File: src/rtl/ast_packet_arbiter_pkg.sv
// Shared constants and types for the packet arbiter in front of the width converter.
package ast_packet_arbiter_pkg;
  localparam int DATA_IN_W = 64;
  localparam int N_SRC     = 4;
  localparam int DATA_W    = DATA_IN_W;
  localparam int CHANNEL_W = 10;
  localparam int EMPTY_W   = ($clog2(DATA_W/8) < 1) ? 1 : $clog2(DATA_W/8);
  localparam int IDX_W     = ($clog2(N_SRC) < 1) ? 1 : $clog2(N_SRC);

  typedef logic [N_SRC-1:0] src_mask_t;
  typedef logic [IDX_W-1:0] src_idx_t;
  typedef enum logic {IDLE = 1'b0, BUSY = 1'b1} arb_state_t;
endpackage

File: src/rtl/ast_packet_arbiter_if.sv
// Avalon-ST bundle; NUM_LANES sources side by side, or a single lane toward the converter.
interface ast_packet_arbiter_if #(parameter int NUM_LANES = 1);
  import ast_packet_arbiter_pkg::*;
  logic [NUM_LANES-1:0][DATA_W-1:0]    data;
  logic [NUM_LANES-1:0][EMPTY_W-1:0]   empty;
  logic [NUM_LANES-1:0][CHANNEL_W-1:0] channel;
  logic [NUM_LANES-1:0]                startofpacket;
  logic [NUM_LANES-1:0]                endofpacket;
  logic [NUM_LANES-1:0]                valid;
  logic [NUM_LANES-1:0]                ready;

  modport master (output data, empty, channel, startofpacket, endofpacket, valid, input ready);
  modport slave  (input data, empty, channel, startofpacket, endofpacket, valid, output ready);
endinterface

File: src/rtl/ast_packet_arbiter_rr_pick.sv
// Combinational winner select. ARB_FIXED_PRIO_EN: lowest index wins; otherwise
// round robin starting just after the last granted source.
module ast_rr_pick
  import ast_packet_arbiter_pkg::*;
(
  input  src_mask_t req,
  input  src_idx_t  last,
  output src_idx_t  winner,
  output logic      any_req
);
  assign any_req = |req;

`ifdef ARB_FIXED_PRIO_EN
  logic unused_last;
  assign unused_last = ^last;

  always_comb begin
    winner = '0;
    for (int k = N_SRC-1; k >= 0; k--)
      if (req[src_idx_t'(k)]) winner = src_idx_t'(k);
  end
`else
  always_comb begin : rr
    src_idx_t sel;
    logic     found;
    winner = '0;
    found  = 1'b0;
    sel    = '0;
    for (int d = 1; d <= N_SRC; d++) begin
      sel = src_idx_t'((int'(last) + d) % N_SRC);
      if (!found && req[sel]) begin
        winner = sel;
        found  = 1'b1;
      end
    end
  end
`endif
endmodule

File: src/rtl/ast_packet_arbiter.sv
// Packet-granular arbiter: grants one source from SOP to EOP and forwards its
// beats to the converter input with zero latency.
module ast_packet_arbiter
  import ast_packet_arbiter_pkg::*;
(
  input  logic                 clk_i,
  input  logic                 srst_i,
  ast_packet_arbiter_if.slave  src,
  ast_packet_arbiter_if.master snk,
  output src_idx_t             grant_idx_o,
  output logic                 busy_o,
  output logic                 drop_o
);
  arb_state_t state;
  src_idx_t   last, winner;
  src_mask_t  req, stray;
  logic       any_req, eop_hs;

  assign req    = src.valid & src.startofpacket;
  assign stray  = src.valid & ~src.startofpacket;
  assign eop_hs = src.valid[grant_idx_o] & snk.ready[0] & src.endofpacket[grant_idx_o];
  assign busy_o = (state == BUSY);

  ast_rr_pick u_pick (
    .req     (req),
    .last    (last),
    .winner  (winner),
    .any_req (any_req)
  );

  always_ff @(posedge clk_i) begin
    if (srst_i) begin
      state       <= IDLE;
      grant_idx_o <= '0;
      last        <= src_idx_t'(N_SRC-1);
    end else begin
      case (state)
        IDLE: if (any_req) begin
          state       <= BUSY;
          grant_idx_o <= winner;
          last        <= winner;
        end
        BUSY: if (eop_hs) state <= IDLE;
        default: state <= IDLE;
      endcase
    end
  end

  // IDLE holds SOP beats back for arbitration and swallows stray mid-packet beats.
  always_comb begin
    snk.data[0]          = src.data[grant_idx_o];
    snk.empty[0]         = src.empty[grant_idx_o];
    snk.channel[0]       = src.channel[grant_idx_o];
    snk.startofpacket[0] = src.startofpacket[grant_idx_o];
    snk.endofpacket[0]   = src.endofpacket[grant_idx_o];
    snk.valid[0]         = (state == BUSY) & src.valid[grant_idx_o];
    src.ready            = '0;
    drop_o               = 1'b0;
    if (state == BUSY) begin
      src.ready[grant_idx_o] = snk.ready[0];
    end else begin
      src.ready = stray;
      drop_o    = |stray;
    end
  end
endmodule

File: src/flat_wrapper.sv
// flat-port wrapper written by rule: the top's interface ports become plain ports
module ast_packet_arbiter_flat import ast_packet_arbiter_pkg::*;
  (clk_i, srst_i, grant_idx_o, busy_o, drop_o, src_data, src_empty, src_channel, src_startofpacket, src_endofpacket, src_valid, src_ready, snk_data, snk_empty, snk_channel, snk_startofpacket, snk_endofpacket, snk_valid, snk_ready);
  ast_packet_arbiter_if #(.NUM_LANES(N_SRC)) src_i ();
  ast_packet_arbiter_if #(.NUM_LANES(1)) snk_i ();
  input  logic clk_i;
  input  logic srst_i;
  output src_idx_t grant_idx_o;
  output logic busy_o;
  output logic drop_o;
  input wire logic [$bits(src_i.data)-1:0] src_data;
  input wire logic [$bits(src_i.empty)-1:0] src_empty;
  input wire logic [$bits(src_i.channel)-1:0] src_channel;
  input wire logic [$bits(src_i.startofpacket)-1:0] src_startofpacket;
  input wire logic [$bits(src_i.endofpacket)-1:0] src_endofpacket;
  input wire logic [$bits(src_i.valid)-1:0] src_valid;
  output wire logic [$bits(src_i.ready)-1:0] src_ready;
  output wire logic [$bits(snk_i.data)-1:0] snk_data;
  output wire logic [$bits(snk_i.empty)-1:0] snk_empty;
  output wire logic [$bits(snk_i.channel)-1:0] snk_channel;
  output wire logic [$bits(snk_i.startofpacket)-1:0] snk_startofpacket;
  output wire logic [$bits(snk_i.endofpacket)-1:0] snk_endofpacket;
  output wire logic [$bits(snk_i.valid)-1:0] snk_valid;
  input wire logic [$bits(snk_i.ready)-1:0] snk_ready;
  assign src_i.data = src_data;
  assign src_i.empty = src_empty;
  assign src_i.channel = src_channel;
  assign src_i.startofpacket = src_startofpacket;
  assign src_i.endofpacket = src_endofpacket;
  assign src_i.valid = src_valid;
  assign src_ready = src_i.ready;
  assign snk_data = snk_i.data;
  assign snk_empty = snk_i.empty;
  assign snk_channel = snk_i.channel;
  assign snk_startofpacket = snk_i.startofpacket;
  assign snk_endofpacket = snk_i.endofpacket;
  assign snk_valid = snk_i.valid;
  assign snk_i.ready = snk_ready;
  ast_packet_arbiter u_core (.clk_i(clk_i), .srst_i(srst_i), .src(src_i), .snk(snk_i), .grant_idx_o(grant_idx_o), .busy_o(busy_o), .drop_o(drop_o));
endmodule
File: config.mk
export PLATFORM = sky130hd
export DESIGN_NAME = ast_packet_arbiter_flat
export DESIGN_NICKNAME = d
export VERILOG_FILES = /design/src/rtl/ast_packet_arbiter_pkg.sv /design/src/rtl/ast_packet_arbiter_if.sv /design/src/rtl/ast_packet_arbiter_rr_pick.sv /design/src/rtl/ast_packet_arbiter.sv /design/src/flat_wrapper.sv
export SDC_FILE = /design/constraint.sdc
export NUM_CORES = 1
export LEC_CHECK = 0
export BUFFER_PORTS_ARGS = -buffer_cell sky130_fd_sc_hd__clkbuf_2
export CORE_AREA = 8 8 151 153
export DETAILED_ROUTE_END_ITERATION = 10
export DIE_AREA = 0 0 159 161
export HOLD_SLACK_MARGIN = 0.02
export PLACE_DENSITY_LB_ADDON = 0.15
export SLEW_MARGIN = 0
export SYNTH_ARGS = -nofsm -noshare
export SYNTH_HDL_FRONTEND = slang
export SYNTH_SLANG_ARGS = --single-unit
File: constraint.sdc
create_clock -name clk_i -period 1.7 [get_ports clk_i]
set_input_delay 0.51 -clock clk_i [delete_from_list [all_inputs] [get_ports clk_i]]
set_output_delay 0.51 -clock clk_i [all_outputs]
set_load 0.02 [all_outputs]
# Word-level counts from Yosys, hierarchy flattened
# Index checks and enable logic that the tools add are counted.
# Widths: inputs -> output; s select.
[totals]
regBits = 5
word_cells = 65
inputBits = 323
[op_classes]
order_cmp = 6
n_mux = 34
addsub = 4
n_bitwise = 8
n_reduce_logical = 10
[op_table]
columns = ["cell", "n"]
rows = [
  ["$bmux 64 s2", 1],
  ["$mux 64", 1],
  ["$bmux 10 s2", 1],
  ["$lt 2x3->1 const B", 5],
  ["$bmux 1 s2", 7],
  ["$mux 1", 14],
  ["$and 4x4->4", 3],
  ["$mux 10", 1],
  ["$mux 2", 4],
  ["$reduce_or 4->1", 2],
  ["$bmux 3 s2", 1],
  ["$add 2x1->2 const B", 2],
  ["$add 2x2->2 const B", 2],
  ["$logic_and 1x1->1", 4],
  ["$mux 4", 1],
  ["$not 4->4", 1],
  ["$and 1x1->1", 3],
  ["$logic_not 1->1", 3],
  ["$mux 3", 1],
  ["$demux 1 s2", 1],
  ["$ge 2x1->1 const B", 1],
  ["$pmux 1 s2", 1],
  ["$reduce_and 2->1", 1],
  ["$not 1->1", 1],
]

# Logic depth before layout (Yosys ltp)
# Gate-level depths: netlist of the first run.
[depth]
ltp_word = 13
ltp_mapped = 5

# Cells and area by module
# From an unflattened synthesis of the first run, not the netlist that was laid out.
[hier_totals]
cells_unflattened = 150
area_unflattened_um2 = 2322.2
[by_module_without_submodules]
columns = ["module", "seq_area_each_um2", "cells_per_inst", "area_each_um2", "n_inst"]
rows = [
  ["ast_packet_arbiter", 100.1, 136, 2240.9, 1],
  ["ast_rr_pick", 0.0, 14, 81.3, 1],
]

# Worst setup path before layout of the first run
# Ideal clock, no wire load.
[synth_path]
path_kind = "register -> output"
start = "register u_core.grant_idx_o[0]"
end = "output snk_channel[0]"
stages_incl_launch_ff = 4
required_ps = 1190
slack_ps = -264
path_buffers = 2
t_arrival_ps = 1454
path_cell_list = "dfxtp_1 buf_6 buf_4 mux4_2"
[synth_between]
elab_chain_len = 2
[synth_lines]
columns = ["element", "line_no", "rtl"]
rows = [
  ["start: declaration", "ast_packet_arbiter.sv:10", "output src_idx_t grant_idx_o,"],
  ["start signal: assignment", "ast_packet_arbiter.sv:40", "grant_idx_o <= winner;"],
  ["$bmux 10 s2", "ast_packet_arbiter.sv:53", "snk.channel[0] = src.channel[grant_idx_o];"],
  ["$mux 10 (not written as such)", "ast_packet_arbiter.sv:53", ""],
  ["end: declaration", "flat_wrapper.sv:20", "output wire logic [$bits(snk_i.channel)-1:0] snk_channel;"],
]
# No other way between the ends. The select of a mux whose other input is x is not followed.

# Worst setup path after layout of the first run
[layout_path]
start = "register u_core.grant_idx_o[0]"
end = "output snk_channel[1]"
# The elaborated chain is that of the path after synthesis.

==> impl_metrics.csv, run 1 <==
group,metric,value,unit
outcome,status,"finished, violations left",
outcome,violations,"setup timing",
grt,via_count_of_the_first_global_routing_pass,4133,
setup_path,cp.required,1190,ps
sta,post-route-min-period,2110,ps
clock_tree,path_clk_slew,30,ps
worst_hold_path,min_delay_worst_endpoint,"u_core.grant_idx_o[0]",
die,die_w,159,um
detailed_routing,detail_route.wl_per_cell,20.8,um
grt,largest_net_degree_at_the_start_of_global_routing,29,
detailed_routing,route.final.wire_length,18100,um
worst_hold_path,hold-path-cell-count,2,
sta,setup_repair_after_global_routing_missed_its_margin,"true",
sta,timing.final.setup_violations,85,
power_and_ir_drop,p_switching,1.34,mW
power_and_ir_drop,power.leakage,2.75,nW
setup_path,setup.reg_to_reg.worst_slack,-50,ps
detailed_routing,detail_route.first_pass.iterations,4,
sta,worst_clock_skew,0.331,ps
grt,grt_first_pass_wirelength,26600,um
finish,nNetsFinal,919,
clock_tree,clk_latency,220,ps
setup_path,rr_startpoint,"u_core.grant_idx_o[0]",
die,die-area,0.0256,mm2
logic_synthesis,synth_seq_cells,5,
power_and_ir_drop,share_seq_of_total_power,5.3,%
setup_path,worst_ep_arrival_time,1600,ps
sta,min_period_over_period,124,%
sta,timing_max_transition_violations_final,0,
finish,combined_area_of_the_multi_input_logic_cells,0.00220,mm2
detailed_routing,num_vias,3601,
logic_synthesis,ys_types,29,
sta,post-route-worst-setup-slack,-406,ps
setup_path,critical_path.reg2reg.endpoint,"u_core.busy_o",
placed_design,gp_congestion,0.940,
finish,fill_cells,2220,
sta,tightest_slew,257,ps
logic_synthesis,mappedNetlistNets,476,
placed_design,number_of_input_and_output_port_buffers_inserted,410,
clock_tree,total_clock_buffers_created_by_cts,3,
run,max-cap-violations,0,
worst_hold_path,worstHoldStart,"srst_i",
grt,number_of_antenna_violations_at_the_first_check_in_global_routing,0,
clock_tree,cts_max_level,1,
finish,insertedDiodeCount,0,
clock_tree,clock_tree_sinks,5,
placed_design,detailedPlacementHpwl,16500,um
logic_synthesis,postSynthCellCount,153,
setup_path,timing.setup.critical_path_class,"reg -> out",
power_and_ir_drop,power_per_cell_area,583,mW/mm2
clock_tree,cts_max_path_buffers,2,
die,start_util,11.4,%
logic_synthesis,mappedNetlistArea,0.00234,mm2
clock_tree,holdBufCountCts,0,
detailed_routing,final_antenna_net_count,0,
finish,final_core_util,27.5,%
sta,fmax,0.475,GHz
logic_synthesis,synth_sequential_area_ratio,4.28,%
die,floorplan.io_pins,411,
power_and_ir_drop,power.switching_fraction,40.5,%
clock_tree,ctsRootBufferMaster,"sky130_fd_sc_hd__clkbuf_16",
setup_path,worst_setup_path_start_kind,"flip-flop",
finish,areaGrowthSynthToFinish,142,%
sta,final.setup.tns,-30050,ps
setup_path,critPathCaptureType,"output port",
die,die_h,161,um
die,placementRows,53,
setup_path,r2r.worst_path.cells,8,
logic_synthesis,syn_avg_cell_area,15.3,um2
detailed_routing,via_to_cell_ratio,4.14,
power_and_ir_drop,power.clock.fraction,11.6,%
sta,hold_viol_final,0,
worst_hold_path,worstHoldPathType,"in -> reg",
grt,grt_overflow,0,
clock_tree,cts_tree,"yes",
finish,layout-drive-gt1-share,93.9,%
sta,slew-limit-headroom,82.9,%
power_and_ir_drop,comb_power_share,83.2,%
finish,final-seq-area,109,um2
grt,globalRouteTotalUtil,13.2,%
die,floorplan.core_area,0.0206,mm2
setup_path,cp_max_fo,10,
detailed_routing,drtIter0Drc,124,
power_and_ir_drop,internal_power,1.96,mW
logic_synthesis,ys_warn_count,0,
detailed_routing,detailed_route_drc_error_count,0,
power_and_ir_drop,vdd_ir_drop_max,0.369,mV
==> cells in the mapped netlist, drive strengths merged <==
| library cell | number | share of area [%] |
|---|---|---|
| o22ai | 5 | 1.3 |
| a211oi | 2 | 0.64 |
| nand2 | 5 | 0.80 |
| o2bb2ai | 1 | 0.37 |
| nand2b | 7 | 1.9 |
| a31oi | 2 | 1.2 |
| a22o | 2 | 0.75 |
| clkbuf | 1 | 0.16 |
| nor2b | 1 | 0.27 |
| nor3 | 1 | 0.21 |
| and4 | 1 | 0.37 |
| a21oi | 3 | 0.64 |
| dfxtp | 5 | 4.3 |
| o211ai | 2 | 0.64 |
| o21ai | 2 | 0.43 |
| a41oi | 1 | 0.37 |
| inv | 3 | 0.48 |
| a21o | 1 | 0.32 |
| a221oi | 1 | 0.37 |
| a22oi | 1 | 0.54 |
| mux4 | 80 | 77 |
| and2 | 2 | 0.54 |
| buf | 18 | 5.0 |
| nand3 | 3 | 0.64 |
| o32ai | 1 | 0.37 |
| nor2 | 2 | 0.32 |
==> cell families (layout without fill, tap and decap cells) <==
group / count (synthesis) / in the layout / synth area share [%]
flops: 5 / 5 / 4.28
buf+inv: 22 / 464 / 5.62
simple gates: 22 / 22 / 5.03
compound gates: 24 / 24 / 7.98
mux: 80 / 80 / 77.1
==> sequential cells by signal, indices dropped and copies added (netlist names) <==
register,cells
u_core.last,2
u_core.grant_idx_o,2
u_core.busy_o,1
==> placed cells by master, fill, tap and decap left out, drive strengths merged <==
cell and n:
a211oi 2, a21o 1, a21oi 3, a221oi 1, a22o 2, a22oi 1, a31oi 2, a41oi 1
and2 2, and4 1, buf 129, clkbuf 332, dfxtp 5, inv 3, mux4 80, nand2 5
nand2b 7, nand3 3, nor2 2, nor2b 1, nor3 1, o211ai 2, o21ai 2, o22ai 5
o2bb2ai 1, o32ai 1
==> repair_timing <==
item                                    in CTS  in global routing
endpoints found under the setup margin      85                 86
pin swaps                                    4                  3
gates resized for setup                     50                136
setup buffers                                6                  5
cloned                                       3                  0
==> power by group through the flow <==
stage | Clock (mW) | Sequential (mW) | Combinational (mW)
2_1_floorplan | 0 | 0.166 | 1.44
3_3_place_gp | 0 | 0.166 | 2.41
3_5_place_dp | 0 | 0.166 | 2.42
4_1_cts | 0.389 | 0.175 | 2.65
5_1_grt | 0.399 | 0.176 | 2.92
6_report | 0.382 | 0.173 | 2.74
==> per-layer routing <==
layer / share of wire [%] / track usage [%] / routed length [um]
met1: 38 / 14.8 / 6860
met2: 54 / 25.0 / 9810
met3: 7.3 / 3.84 / 1320
met4: 0.56 / 0.986 / 102
met5: 0 / 0 / 0
==> metrics by stage <==
stage          hold slack [ps]  setup slack, ps  power (mW)  instance area, um2  instances
2_1_floorplan              520            -84.5        1.61                2440        153
3_3_place_gp               581             -265        2.57                5020        854
3_5_place_dp               593             -274        2.59                5020        854
4_1_cts                    562             -441        3.22                5460        867
5_1_grt                    581             -458        3.49                5650        870
6_report                   569             -406        3.30                5650        870
==> critical path: stages, from the launching register on <==
cell and delay, ps:
sky130_fd_sc_hd__dfxtp_4 380, sky130_fd_sc_hd__buf_12 150, sky130_fd_sc_hd__buf_12 150, sky130_fd_sc_hd__mux4_2 530
sky130_fd_sc_hd__buf_8 150
==> worst max-delay path by stage <==
stage                           to                   from
floorplan             snk_data[33]  u_core.grant_idx_o[0]
global placement         snk_valid           src_valid[3]
detailed placement       snk_valid           src_valid[3]
CTS                   snk_data[23]  u_core.grant_idx_o[0]
global route        snk_channel[1]  u_core.grant_idx_o[0]
finish              snk_channel[1]  u_core.grant_idx_o[0]
==> final cells by class <==
type / instances / share of cell area, %
Tap cell: 275 / 6.09
Timing Repair Buffer: 457 / 51.4
Clock buffer: 4 / 1.39
Inverter: 3 / 0.199
Multi-Input combinational cell: 126 / 39.0
Sequential cell: 5 / 1.93
Note: power is estimated with default switching activity, not from simulation.
==> inputs of run 2 (changes only) <==
BUFFER_PORTS_ARGS = default   (was -buffer_cell sky130_fd_sc_hd__clkbuf_2)
CORE_AREA = 8 8 153 155   (was 8 8 151 153)
DIE_AREA = 0 0 161 163   (was 0 0 159 161)
DONT_BUFFER_PORTS = 1   (was default)
==> run 2 against run 1 <==
  * The flow still finishes with violations (setup timing)
  * Worst hold slack worse by 220 ps
  * Global-route usage is 2.0 points lower
  * Critical path depth is 1 lower
  * Die area is 2.5% higher
  * Critical endpoint is now snk_data[57]
  * Non-clock buffer count is 432 lower
  * Via count is 40% lower
  * Sequential power is 7% lower
==> impl_metrics.csv, run 2 (same netlist as run 1, synthesis figures left out) <==
group,metric,value,unit
power_and_ir_drop,power.clock.fraction,16.2,%
outcome,status,"finished, violations left",
detailed_routing,drtIter0Drc,161,
grt,largest_net_degree_at_the_start_of_global_routing,44,
detailed_routing,detailed_route_drc_error_count,0,
die,die-area,0.0262,mm2
placed_design,place_inst,421,
die,floorplan.io_pins,411,
sta,worst_clock_skew,0.779,ps
power_and_ir_drop,power.switching_fraction,46.7,%
sta,slew-limit-headroom,76.6,%
setup_path,worst_setup_path_start_kind,"flip-flop",
clock_tree,cts_max_path_buffers,2,
clock_tree,path_clk_slew,30,ps
power_and_ir_drop,power_per_cell_area,767,mW/mm2
finish,fill_cells,2306,
power_and_ir_drop,p_switching,1.13,mW
clock_tree,clock_tree_sinks,5,
clock_tree,clk_latency,230,ps
sta,post-route-worst-setup-slack,-348,ps
sta,timing_max_transition_violations_final,0,
finish,final_core_util,15.2,%
finish,final_cells,441,
die,die_w,161,um
clock_tree,cts_tree,"yes",
sta,hold_viol_final,0,
finish,areaGrowthSynthToFinish,35.1,%
setup_path,critPathCaptureType,"output port",
finish,layout-drive-gt1-share,73.6,%
setup_path,cp_max_fo,11,
power_and_ir_drop,fin_total_pwr,2.42,mW
run,max-cap-violations,0,
power_and_ir_drop,vdd_ir_drop_max,0.235,mV
finish,final_common_cell,"sky130_fd_sc_hd__mux4_2",
sta,timing.final.setup_violations,84,
finish,most-common-layout-cells,"80 x sky130_fd_sc_hd__mux4_2, 10 x sky130_fd_sc_hd__buf_4, 8 x sky130_fd_sc_hd__buf_16",
outcome,violations,"setup timing",
clock_tree,total_clock_buffers_created_by_cts,3,
detailed_routing,detail_route.first_pass.iterations,4,
sta,tightest_slew,351,ps
setup_path,timing.setup.critical_path_class,"reg -> out",
detailed_routing,final_antenna_net_count,0,
die,start_util,11.2,%
grt,number_of_antenna_violations_at_the_first_check_in_global_routing,6,
grt,via_count_of_the_first_global_routing_pass,2282,
grt,grt_overflow,0,
power_and_ir_drop,share_seq_of_total_power,6.7,%
setup_path,worst_ep_arrival_time,1540,ps
finish,design_area,0.00316,mm2
power_and_ir_drop,power.leakage,0.844,nW
die,placementRows,53,
placed_design,detailedPlacementHpwl,14200,um
sta,setup_repair_after_global_routing_missed_its_margin,"true",
die,floorplan.core_area,0.0208,mm2
clock_tree,ctsRootBufferMaster,"sky130_fd_sc_hd__clkbuf_16",
placed_design,gp_congestion,0.836,
finish,nNetsFinal,487,
detailed_routing,detail_route.wl_per_cell,37.8,um
grt,globalRouteTotalUtil,11.2,%
die,die_h,163,um
clock_tree,cts_max_level,1,
worst_hold_path,worstHoldPathType,"in -> reg",
grt,grt_first_pass_wirelength,21200,um
detailed_routing,route.final.wire_length,16700,um
sta,final.setup.tns,-26220,ps
power_and_ir_drop,internal_power,1.29,mW
placed_design,postPlaceCellArea,0.00274,mm2
detailed_routing,via_to_cell_ratio,4.86,
detailed_routing,num_vias,2143,
placed_design,number_of_input_and_output_port_buffers_inserted,0,
sta,min_period_over_period,120,%
sta,fmax,0.488,GHz
setup_path,cp.required,1190,ps
sta,post-route-min-period,2050,ps
power_and_ir_drop,comb_power_share,77.2,%
-- run 2: per-layer routing --
| layer | GRT usage [%] | part of all wire, % |
|---|---|---|
| met5 | 0 | 0.25 |
| met4 | 0.673 | 0.37 |
| met3 | 6.14 | 13 |
| met2 | 18.8 | 51 |
| met1 | 12.8 | 35 |
-- run 2: path summary, 6_finish.rpt --
path / from / end / slack [ps] / depth (start not counted)
hold / removal: srst_i / u_core.grant_idx_o[0] / 350 / 1
setup reg to reg: u_core.grant_idx_o[0] / u_core.busy_o / 30 / 6
hold reg to reg: u_core.last[1] / u_core.last[1] / 620 / 2
setup / recovery: u_core.grant_idx_o[0] / snk_data[57] / -350 / 3
-- run 2: layout make-up --
cell class	instances	area [um2]	area share, %
multi-input combinational	126	2180	69.1
timing repair buffer	25	428	13.5
tap	275	344	10.9
sequential	5	108	3.41
clock buffer	4	78.8	2.50
inverter	3	11.3	0.357
antenna	3	7.51	0.238
-- run 2: worst max-delay path, cell delays in order (launching register included) --
cell	delay, ps
sky130_fd_sc_hd__dfxtp_4	360
sky130_fd_sc_hd__buf_4	140
sky130_fd_sc_hd__buf_16	160
sky130_fd_sc_hd__mux4_2	640
-- run 2: stage by stage --
stage	setup slack, ps	hold WS [ps]
floorplan	-84.5	520
global placement	-176	587
detailed placement	-193	583
CTS	-383	348
global route	-393	348
finish	-348	346
-- run 2: what timing repair did --
action / CTS / global route
hold buffers: 0 / 0
setup buffers: 4 / 1
cloned: 6 / 2
pin swaps: 4 / 1
setup endpoints to repair: 85 / 85
gates resized for setup: 15 / 3
hold endpoints to repair: 0 / 0
-- run 2: power by group through the flow --
stage	Sequential [mW]	Combinational, mW	Clock [mW]
4_1_cts	0.161	1.85	0.391
3_3_place_gp	0.165	1.62	0
6_report	0.161	1.87	0.392
5_1_grt	0.165	1.96	0.409
2_1_floorplan	0.166	1.44	0
3_5_place_dp	0.165	1.62	0
